==> src/rtl/pc_sequencer_if.sv <==
`default_nettype none
// +----------------------------------------------------------------------+
// | Module  : pc_sequencer_if                                            |
// | Purpose : Bundles the fetch sequencer's signals: program-counter     |
// |           link, instruction-fetch handshake, issue handshake to      |
// |           decode, execute sideband (redirect/trap/mret) and the      |
// |           trap CSR outputs.                                          |
// | Modports: master - the sequencer (drives pc_next, imem_req,          |
// |                    instr_valid, mepc, mcause, trap_taken)            |
// |           slave  - the surrounding pipeline/program counter          |
// | Revision: 1.0  initial release                                       |
// +----------------------------------------------------------------------+
interface pc_sequencer_if;
  logic [31:0] pc;
  logic        pc_fault;
  logic [31:0] pc_next;
  logic        imem_req;
  logic        imem_ack;
  logic        instr_valid;
  logic        instr_ready;
  logic        redirect_valid;
  logic [31:0] redirect_target;
  logic        trap_req;
  logic [3:0]  trap_cause_in;
  logic        mret;
  logic [31:0] mepc;
  logic [3:0]  mcause;
  logic        trap_taken;

  modport master (
    input  pc, pc_fault, imem_ack, instr_ready, redirect_valid,
           redirect_target, trap_req, trap_cause_in, mret,
    output pc_next, imem_req, instr_valid, mepc, mcause, trap_taken
  );

  modport slave (
    output pc, pc_fault, imem_ack, instr_ready, redirect_valid,
           redirect_target, trap_req, trap_cause_in, mret,
    input  pc_next, imem_req, instr_valid, mepc, mcause, trap_taken
  );
endinterface
`default_nettype wire

==> src/rtl/pc_sequencer.sv <==
`default_nettype none
// +----------------------------------------------------------------------+
// | Module  : pc_sequencer                                               |
// | Purpose : Fetch sequencer. Each cycle it selects the program         |
// |           counter's next value (hold, +4, redirect, trap vector or   |
// |           mret return), runs the fetch and issue handshakes and      |
// |           records mepc/mcause on trap entry (including misaligned    |
// |           PC faults reported by the program counter).                |
// | Ports   : clk   - clock                                              |
// |           reset - synchronous, active-high reset                     |
// |           bus   - pc_sequencer_if.master (pc link, imem handshake,   |
// |                   issue handshake, sideband, mepc/mcause/trap_taken) |
// | Params  : TRAP_VECTOR - PC loaded on any trap (4-byte aligned)       |
// | Revision: 1.0  initial release                                       |
// +----------------------------------------------------------------------+
module pc_sequencer #(
  parameter logic [31:0] TRAP_VECTOR = 32'h0000_0010
) (
  input  wire logic       clk,
  input  wire logic       reset,
  pc_sequencer_if.master  bus
);

  typedef enum logic [1:0] {
    FETCH = 2'd0,
    ISSUE = 2'd1,
    TRAP  = 2'd2
  } state_t;

  state_t      r_state;
  logic [31:0] r_mepc;
  logic [3:0]  r_mcause;

  // Sideband inputs only matter on the cycle decode accepts the instruction.
  logic w_issue_fire;
  assign w_issue_fire = (r_state == ISSUE) && bus.instr_ready;

  always_ff @(posedge clk) begin
    if (reset) begin
      r_state  <= FETCH;
      r_mepc   <= 32'd0;
      r_mcause <= 4'd0;
    end else begin
      case (r_state)
        FETCH: begin
          // A misaligned PC is never fetched; it traps as cause 0.
          if (bus.pc_fault) begin
            r_mepc   <= bus.pc;
            r_mcause <= 4'd0;
            r_state  <= TRAP;
          end else if (bus.imem_ack) begin
            r_state  <= ISSUE;
          end
        end
        ISSUE: begin
          if (w_issue_fire) begin
            if (bus.trap_req) begin
              r_mepc   <= bus.pc;
              r_mcause <= bus.trap_cause_in;
              r_state  <= TRAP;
            end else begin
              r_state  <= FETCH;
            end
          end
        end
        TRAP:    r_state <= FETCH;
        default: r_state <= FETCH;
      endcase
    end
  end

  // Outputs are forced quiet while reset is asserted, whatever the state.
  always_comb begin
    bus.pc_next     = bus.pc;
    bus.imem_req    = 1'b0;
    bus.instr_valid = 1'b0;
    bus.trap_taken  = 1'b0;
    if (reset) begin
      bus.pc_next = 32'd0;
    end else begin
      case (r_state)
        FETCH: bus.imem_req = ~bus.pc_fault;
        ISSUE: begin
          bus.instr_valid = 1'b1;
          // trap_req > mret > redirect > sequential; a trap holds the PC.
          if (w_issue_fire && !bus.trap_req) begin
            if (bus.mret)                bus.pc_next = r_mepc;
            else if (bus.redirect_valid) bus.pc_next = bus.redirect_target;
            else                         bus.pc_next = bus.pc + 32'd4;
          end
        end
        TRAP: begin
          bus.pc_next    = TRAP_VECTOR;
          bus.trap_taken = 1'b1;
        end
        default: bus.pc_next = bus.pc;
      endcase
    end
  end

  assign bus.mepc   = r_mepc;
  assign bus.mcause = r_mcause;

endmodule
`default_nettype wire

==> src/flat_wrapper.sv <==
// flat-port wrapper written by rule: the top's interface ports become plain ports
module pc_sequencer_flat 
#(
  parameter logic [31:0] TRAP_VECTOR = 32'h0000_0010
)
  (clk, reset, bus_pc, bus_pc_fault, bus_imem_ack, bus_instr_ready, bus_redirect_valid, bus_redirect_target, bus_trap_req, bus_trap_cause_in, bus_mret, bus_pc_next, bus_imem_req, bus_instr_valid, bus_mepc, bus_mcause, bus_trap_taken);
  pc_sequencer_if bus_i ();
  input  wire logic clk;
  input  wire logic reset;
  input wire logic [$bits(bus_i.pc)-1:0] bus_pc;
  input wire logic [$bits(bus_i.pc_fault)-1:0] bus_pc_fault;
  input wire logic [$bits(bus_i.imem_ack)-1:0] bus_imem_ack;
  input wire logic [$bits(bus_i.instr_ready)-1:0] bus_instr_ready;
  input wire logic [$bits(bus_i.redirect_valid)-1:0] bus_redirect_valid;
  input wire logic [$bits(bus_i.redirect_target)-1:0] bus_redirect_target;
  input wire logic [$bits(bus_i.trap_req)-1:0] bus_trap_req;
  input wire logic [$bits(bus_i.trap_cause_in)-1:0] bus_trap_cause_in;
  input wire logic [$bits(bus_i.mret)-1:0] bus_mret;
  output wire logic [$bits(bus_i.pc_next)-1:0] bus_pc_next;
  output wire logic [$bits(bus_i.imem_req)-1:0] bus_imem_req;
  output wire logic [$bits(bus_i.instr_valid)-1:0] bus_instr_valid;
  output wire logic [$bits(bus_i.mepc)-1:0] bus_mepc;
  output wire logic [$bits(bus_i.mcause)-1:0] bus_mcause;
  output wire logic [$bits(bus_i.trap_taken)-1:0] bus_trap_taken;
  assign bus_i.pc = bus_pc;
  assign bus_i.pc_fault = bus_pc_fault;
  assign bus_i.imem_ack = bus_imem_ack;
  assign bus_i.instr_ready = bus_instr_ready;
  assign bus_i.redirect_valid = bus_redirect_valid;
  assign bus_i.redirect_target = bus_redirect_target;
  assign bus_i.trap_req = bus_trap_req;
  assign bus_i.trap_cause_in = bus_trap_cause_in;
  assign bus_i.mret = bus_mret;
  assign bus_pc_next = bus_i.pc_next;
  assign bus_imem_req = bus_i.imem_req;
  assign bus_instr_valid = bus_i.instr_valid;
  assign bus_mepc = bus_i.mepc;
  assign bus_mcause = bus_i.mcause;
  assign bus_trap_taken = bus_i.trap_taken;
  pc_sequencer #(.TRAP_VECTOR(TRAP_VECTOR)) u_core (.clk(clk), .reset(reset), .bus(bus_i));
endmodule
==> config.mk <==
export PLATFORM = sky130hd
export DESIGN_NAME = pc_sequencer_flat
export DESIGN_NICKNAME = d
export VERILOG_FILES = /design/src/rtl/pc_sequencer_if.sv /design/src/rtl/pc_sequencer.sv /design/src/flat_wrapper.sv
export SDC_FILE = /design/constraint.sdc
export NUM_CORES = 1
export LEC_CHECK = 0
export ABC_AREA = 1
export ABC_CLOCK_PERIOD_IN_PS = 1900
export BUFFER_PORTS_ARGS = -buffer_cell sky130_fd_sc_hd__buf_2
export CORE_MARGIN = 4
export CORE_UTILIZATION = 25
export DETAILED_ROUTE_END_ITERATION = 6
export SLEW_MARGIN = 30
export SYNTH_ARGS = -nofsm -noshare
export SYNTH_HDL_FRONTEND = slang
export SYNTH_SLANG_ARGS = --single-unit
==> constraint.sdc <==
create_clock -name clk -period 1.9 [get_ports clk]
set_input_delay 0 -clock clk [delete_from_list [all_inputs] [get_ports clk]]
set_output_delay 0 -clock clk [all_outputs]
set_load 0.02 [all_outputs]
* After elaboration in Yosys (flattened, before gate mapping)
Cells that the tools add are included.
** Operators by class
- Add/sub/neg operators :: 1
- Equality and inequality tests :: 6
- Multiplexer cells :: 24
- Bitwise gates (word level) :: 1
- Reductions and logical operators :: 7
** Operators with widths (number)
- $mux W32 :: 7
- $pmux W32 S2 :: 2
- $add A32 B3 Y32 const B :: 1
- $mux W4 :: 3
- $mux W2 :: 4
- $pmux W4 S2 :: 1
- $mux W1 :: 6
- $ne A2 B2 Y1 const B :: 2
- $pmux W2 S2 :: 1
- $reduce_and A4 Y1 :: 1
- $ne A3 B3 Y1 const B :: 1
- $eq A2 B1 Y1 const B :: 1
- $eq A2 B2 Y1 const B :: 1
- $logic_and A1 B1 Y1 :: 2
- $logic_not A2 Y1 :: 1
- $ne A2 B1 Y1 const B :: 1
- $reduce_and A2 Y1 :: 1
- $reduce_bool A2 Y1 :: 1
- $logic_not A1 Y1 :: 1
- $not A1 Y1 :: 1
** Word-level totals
- Register bits after elaboration :: 38
- Bits of input ports :: 76
- Output and inout port bits :: 71
- Word-level logic and storage cells :: 42

* Longest topological paths before layout
- Depth after elaboration :: 6
- Depth in mapped cells :: 12
- Depth with buffers taken out :: 11

* Worst setup path before layout
OpenSTA, ideal clock, no wires.
- Path kind :: flip-flop to output port
- Start point :: register u_core.r_state[0]
- End point :: output port bus_pc_next[21]
- Arrival time :: 1694 ps
- Data required time :: 1900 ps
- Slack :: 206 ps
- Cell stages (with the launch flop) :: 8
- Path buffers :: 2
- Cell sequence :: dfxtp_1 inv_1 ha_1 inv_1 buf_2 clkbuf_1 a21oi_1 a21oi_1
** On the way
- Cells in the longest elaborated chain, start to end :: 6
- Elaborated cells on any way between the ends :: 7
- Those cells by class :: eq/ne: 2; mux: 3; reduce/logical: 2
** Ends and longest elaborated chain
- from (decl) :: line pc_sequencer.sv:30 : state_t r_state;
- from (signal assigned) :: line pc_sequencer.sv:40 : r_state <= FETCH;
- from (signal assigned) :: line pc_sequencer.sv:50 : r_state <= TRAP;
- from (signal assigned) :: line pc_sequencer.sv:52 : r_state <= ISSUE;
- $eq A2 B1 Y1 :: line pc_sequencer.sv:36, pc_sequencer.sv:81
- $logic_and A1 B1 Y1 :: line pc_sequencer.sv:36 : assign w_issue_fire = (r_state == ISSUE) && bus.instr_ready;
- $logic_and A1 B1 Y1 :: line pc_sequencer.sv:86 : if (w_issue_fire && !bus.trap_req) begin
- $mux W32 :: line pc_sequencer.sv:86
- $pmux W32 S2 (*) :: line pc_sequencer.sv:81 : case (r_state)
- $mux W32 (*) :: line pc_sequencer.sv:78 : if (reset) begin
- to (decl) :: line flat_wrapper.sv:19 : output wire logic [$bits(bus_i.pc_next)-1:0] bus_pc_next;
Mark *: on every way between the ends. The rest lies on a longest branch, timed or not.

* Final worst setup path
- Start point :: register u_core.r_state[0]
- End point :: output port bus_pc_next[12]
Same word-level chain as after synthesis.

==> run_summary.xml <==
<?xml version="1.0" encoding="UTF-8"?>
<metrics>
  <group name="finish">
    <metric name="final.fill_count" unit="">1490</metric>
    <metric name="syn_to_final_growth" unit="%">37.5</metric>
    <metric name="multi_input_gate_area_in_the_final_layout" unit="sq um">2310</metric>
    <metric name="insertedDiodeCount" unit="">0</metric>
    <metric name="layout_commonest_cell" unit="">sky130_fd_sc_hd__buf_2</metric>
    <metric name="drive_above_1_share" unit="%">28.7</metric>
    <metric name="final_util" unit="%">35.1</metric>
    <metric name="layout.cells.most_common_list" unit="">sky130_fd_sc_hd__buf_2, sky130_fd_sc_hd__nand2_1, sky130_fd_sc_hd__nor2_1</metric>
    <metric name="layout.area.seq" unit="sq um">763</metric>
    <metric name="final_nets" unit="">800</metric>
  </group>
  <group name="yosys">
    <metric name="synth.ff_latch_count" unit="">38</metric>
    <metric name="synth_edf_count" unit="">0</metric>
    <metric name="post-synth-top-area-fraction" unit="%">22.6</metric>
    <metric name="post_synth_main_area_contributors" unit="">sky130_fd_sc_hd__dfxtp_1, sky130_fd_sc_hd__nand2_1, sky130_fd_sc_hd__nor2_1</metric>
    <metric name="synthArstFlopShare" unit="%">0</metric>
    <metric name="warnings_synthesis" unit="">0</metric>
    <metric name="synthesis.area" unit="sq um">3370</metric>
    <metric name="synth.yosys.seq_area_share" unit="%">22.6</metric>
    <metric name="synth_cell_type_count" unit="">36</metric>
    <metric name="postSynthNetCount" unit="">653</metric>
    <metric name="cells_after_synth" unit="">573</metric>
    <metric name="synthFlopType" unit="">sky130_fd_sc_hd__dfxtp_1</metric>
    <metric name="per_instance_average_area_after_synthesis" unit="sq um">5.88</metric>
    <metric name="synthDominantAreaCellType" unit="">sky130_fd_sc_hd__dfxtp_1</metric>
  </group>
  <group name="job">
    <metric name="max-cap-violations" unit="">0</metric>
  </group>
  <group name="power_and_ir_drop">
    <metric name="power.sequential.fraction" unit="%">28.6</metric>
    <metric name="cellInternalPower" unit="mW">2.07</metric>
    <metric name="vdd.ir_drop.worst" unit="mV">0.310</metric>
    <metric name="netSwitchingFraction" unit="%">43.8</metric>
    <metric name="combinationalPowerShare" unit="%">48.8</metric>
    <metric name="pwr_per_cell_area" unit="nW/um^2">794</metric>
    <metric name="netSwitchingPower" unit="mW">1.61</metric>
    <metric name="cellLeakagePower" unit="nW">2.16</metric>
    <metric name="power.share.clock" unit="%">22.6</metric>
  </group>
  <group name="route">
    <metric name="drc" unit="">0</metric>
    <metric name="first_iter_violations" unit="">202</metric>
    <metric name="drt-total-wl" unit="mm">13.8</metric>
    <metric name="detail_route.wl_per_cell" unit="um">15.4</metric>
    <metric name="detailroute.via_count" unit="">4327</metric>
    <metric name="drt.antenna.violating_nets" unit="">0</metric>
    <metric name="avgViaCountPerCell" unit="">4.83</metric>
    <metric name="firstDrtPassIters" unit="">5</metric>
  </group>
  <group name="die">
    <metric name="chipHeight" unit="um">124</metric>
    <metric name="initial_util" unit="%">25.5</metric>
    <metric name="design.core.area" unit="sq um">13200</metric>
    <metric name="dieWidth" unit="um">124</metric>
    <metric name="io_pins" unit="">147</metric>
    <metric name="placement_rows" unit="">42</metric>
    <metric name="floorplan.die_area" unit="sq um">15400</metric>
  </group>
  <group name="critical_path">
    <metric name="timing.rr.end" unit="">u_core.bus.mepc[26]</metric>
    <metric name="crit-reg2reg-launch" unit="">u_core.r_state[1]</metric>
    <metric name="critical_path.endpoint_type" unit="">primary output</metric>
    <metric name="critPathArrivalTime" unit="ps">1830</metric>
    <metric name="critPathRequiredTime" unit="ps">1900</metric>
    <metric name="criticalPathCategory" unit="">register to primary output</metric>
    <metric name="start_kind" unit="">register</metric>
    <metric name="critical_path_peak_fanout" unit="">11</metric>
    <metric name="worstRegToRegCells" unit="">10</metric>
    <metric name="rrSetupSlack" unit="ps">290</metric>
  </group>
  <group name="sta">
    <metric name="max_freq" unit="GHz">0.546</metric>
    <metric name="timing_max_transition_violations_final" unit="">0</metric>
    <metric name="final.period_utilization" unit="%">96.4</metric>
    <metric name="timing.final.setup_violations" unit="">0</metric>
    <metric name="slew_hr" unit="%">59.8</metric>
    <metric name="timing.final.crit_period" unit="ps">1830</metric>
    <metric name="finalWorstSetupSlack" unit="ps">68.3</metric>
    <metric name="worst_clock_skew" unit="ps">2.50</metric>
    <metric name="grt_setup_unrepaired" unit="">true</metric>
    <metric name="fin_hold_ws" unit="ps">16.4</metric>
    <metric name="final_hold_viol_count" unit="">0</metric>
    <metric name="transition_time_at_the_pin_with_the_least_slew_margin" unit="ps">602</metric>
  </group>
  <group name="clocking">
    <metric name="cts_h_tree_depth" unit="">2</metric>
    <metric name="cts_max_path_buffers" unit="">2</metric>
    <metric name="cts_made_buffers" unit="">5</metric>
    <metric name="tritoncts_clock_tree" unit="">built</metric>
    <metric name="cts_num_sinks" unit="">38</metric>
    <metric name="worstSkewPairLatency" unit="ps">290</metric>
    <metric name="clkTransAtPathRegs" unit="ps">60</metric>
    <metric name="cts-root-buf" unit="">sky130_fd_sc_hd__clkbuf_16</metric>
  </group>
  <group name="min_path">
    <metric name="worst_hold_path.endpoint" unit="">u_core.r_state[1]</metric>
    <metric name="hold_path.class" unit="">primary input to register</metric>
    <metric name="hold-path-cell-count" unit="">4</metric>
    <metric name="min_from" unit="">bus_imem_ack</metric>
  </group>
  <group name="global_route">
    <metric name="wire_length_of_the_first_global_routing_pass" unit="mm">21.8</metric>
    <metric name="grt.overflow.total" unit="">0</metric>
    <metric name="globalRouteTotalUtil" unit="%">18.0</metric>
    <metric name="maximum_number_of_pins_on_one_net_before_global_route_repair" unit="">30</metric>
    <metric name="antenna_found_initial" unit="">0</metric>
    <metric name="number_of_global_route_vias_before_repair" unit="">4159</metric>
  </group>
  <group name="placed_design">
    <metric name="pre_cts_slack" unit="ps">179</metric>
    <metric name="globalplace.congestion" unit="">0.958</metric>
    <metric name="numPortBuffers" unit="">146</metric>
    <metric name="post-dp-hpwl" unit="mm">10.9</metric>
  </group>
  <group name="status">
    <metric name="status" unit="">finished, final reports clean</metric>
  </group>
</metrics>
per-stage QoR:
stage	area (sq um)	power, mW	setup TNS [ps]	cells
floorplan	3370	2.15	0	573
global placement	4340	2.79	0	883
detailed placement	4340	2.79	0	883
CTS	4580	3.68	0	896
global route	4630	3.94	-75.8	896
finish	4630	3.68	0	896
power by group through the flow:
stage,clock [mW],sequential [mW],combinational [mW]
floorplan,0,1.22,0.932
global placement,0,1.06,1.73
detailed placement,0,1.06,1.73
CTS,0.849,1.05,1.78
global route,0.880,1.08,1.99
finish,0.829,1.05,1.80
cells in the mapped netlist (2+ instances only):
cell and number:
sky130_fd_sc_hd__nor2_4 6, sky130_fd_sc_hd__buf_2 11, sky130_fd_sc_hd__ha_1 4, sky130_fd_sc_hd__o21ai_0 59, sky130_fd_sc_hd__inv_2 2, sky130_fd_sc_hd__clkbuf_1 17, sky130_fd_sc_hd__inv_1 47, sky130_fd_sc_hd__a211oi_1 3
sky130_fd_sc_hd__nor2_2 4, sky130_fd_sc_hd__buf_6 3, sky130_fd_sc_hd__nand2_2 5, sky130_fd_sc_hd__nor2_1 93, sky130_fd_sc_hd__xnor2_1 2, sky130_fd_sc_hd__nand3_1 30, sky130_fd_sc_hd__a21oi_1 67, sky130_fd_sc_hd__nand2_1 102
sky130_fd_sc_hd__a22oi_1 3, sky130_fd_sc_hd__and2_1 2, sky130_fd_sc_hd__o22ai_1 40, sky130_fd_sc_hd__o211ai_1 10, sky130_fd_sc_hd__dfxtp_1 38, sky130_fd_sc_hd__o21ai_1 5, sky130_fd_sc_hd__nand3b_1 7
flip-flops by register name, indices dropped and copies added, names as in the netlist:
signal and flops:
u_core.bus.mepc 32, u_core.bus.mcause 4, u_core.r_state 2
kinds of logic after synthesis:
| group | synth area share [%] |
|---|---|
| and+or+nand+nor | 32.5 |
| buffers and inverters | 10.6 |
| adders and majority gates | 1.49 |
| AOI/OAI and AO/OA | 32.0 |
| xor gates and xnor gates | 0.781 |
| DFF | 22.6 |
area by class of cell:
type                            count  area share [%]
Multi-Input combinational cell    451            50.0
Timing Repair Buffer              173            21.5
Sequential cell                    38            16.5
Tap cell                          176            4.76
Inverter                           51            4.35
Clock buffer                        5            2.70
Clock inverter                      2           0.216
routing by layer:
| metal | track usage (%) | share of wire, % | vias to the layer above |
|---|---|---|---|
| li1 | - | - | 2246 |
| met1 | 24.8 | 47 | 1933 |
| met2 | 28.7 | 45 | 135 |
| met3 | 3.45 | 6.7 | 13 |
| met4 | 4.86 | 1.6 | 0 |
| met5 | 0 | 0 | - |
how the worst max path moves through the flow:
stage | slack (ps) | from | end | depth (start not counted)
3_5_place_dp | 180 | u_core.r_state[1] | bus_pc_next[1] | 7
2_1_floorplan | 210 | u_core.r_state[0] | bus_pc_next[21] | 7
6_report | 70 | u_core.r_state[0] | bus_pc_next[12] | 10
4_1_cts | 10 | u_core.r_state[1] | bus_pc_next[8] | 8
3_3_place_gp | 220 | u_core.r_state[1] | bus_pc_next[0] | 7
5_1_grt | -30 | u_core.r_state[0] | bus_pc_next[13] | 10
critical path, stage by stage, from the launching register on:
cell and delay, ps:
sky130_fd_sc_hd__dfxtp_2 360, sky130_fd_sc_hd__inv_2 70, sky130_fd_sc_hd__ha_4 290, sky130_fd_sc_hd__inv_4 60
sky130_fd_sc_hd__nor2_4 110, sky130_fd_sc_hd__inv_4 80, sky130_fd_sc_hd__o21ai_1 120, sky130_fd_sc_hd__o211ai_1 130
sky130_fd_sc_hd__nand3_1 120, sky130_fd_sc_hd__inv_1 50, sky130_fd_sc_hd__buf_4 150
what timing repair did:
| action | 4_1_cts | 5_1_grt |
|---|---|---|
| setup endpoints to repair | 27 | 31 |
| setup buffers | 0 | 0 |
| pin swaps | 0 | 1 |
| hold endpoints to repair | 6 | 0 |
| gates resized for setup | 11 | 17 |
| hold buffers | 6 | 0 |
(Power assumes the default switching activity.)
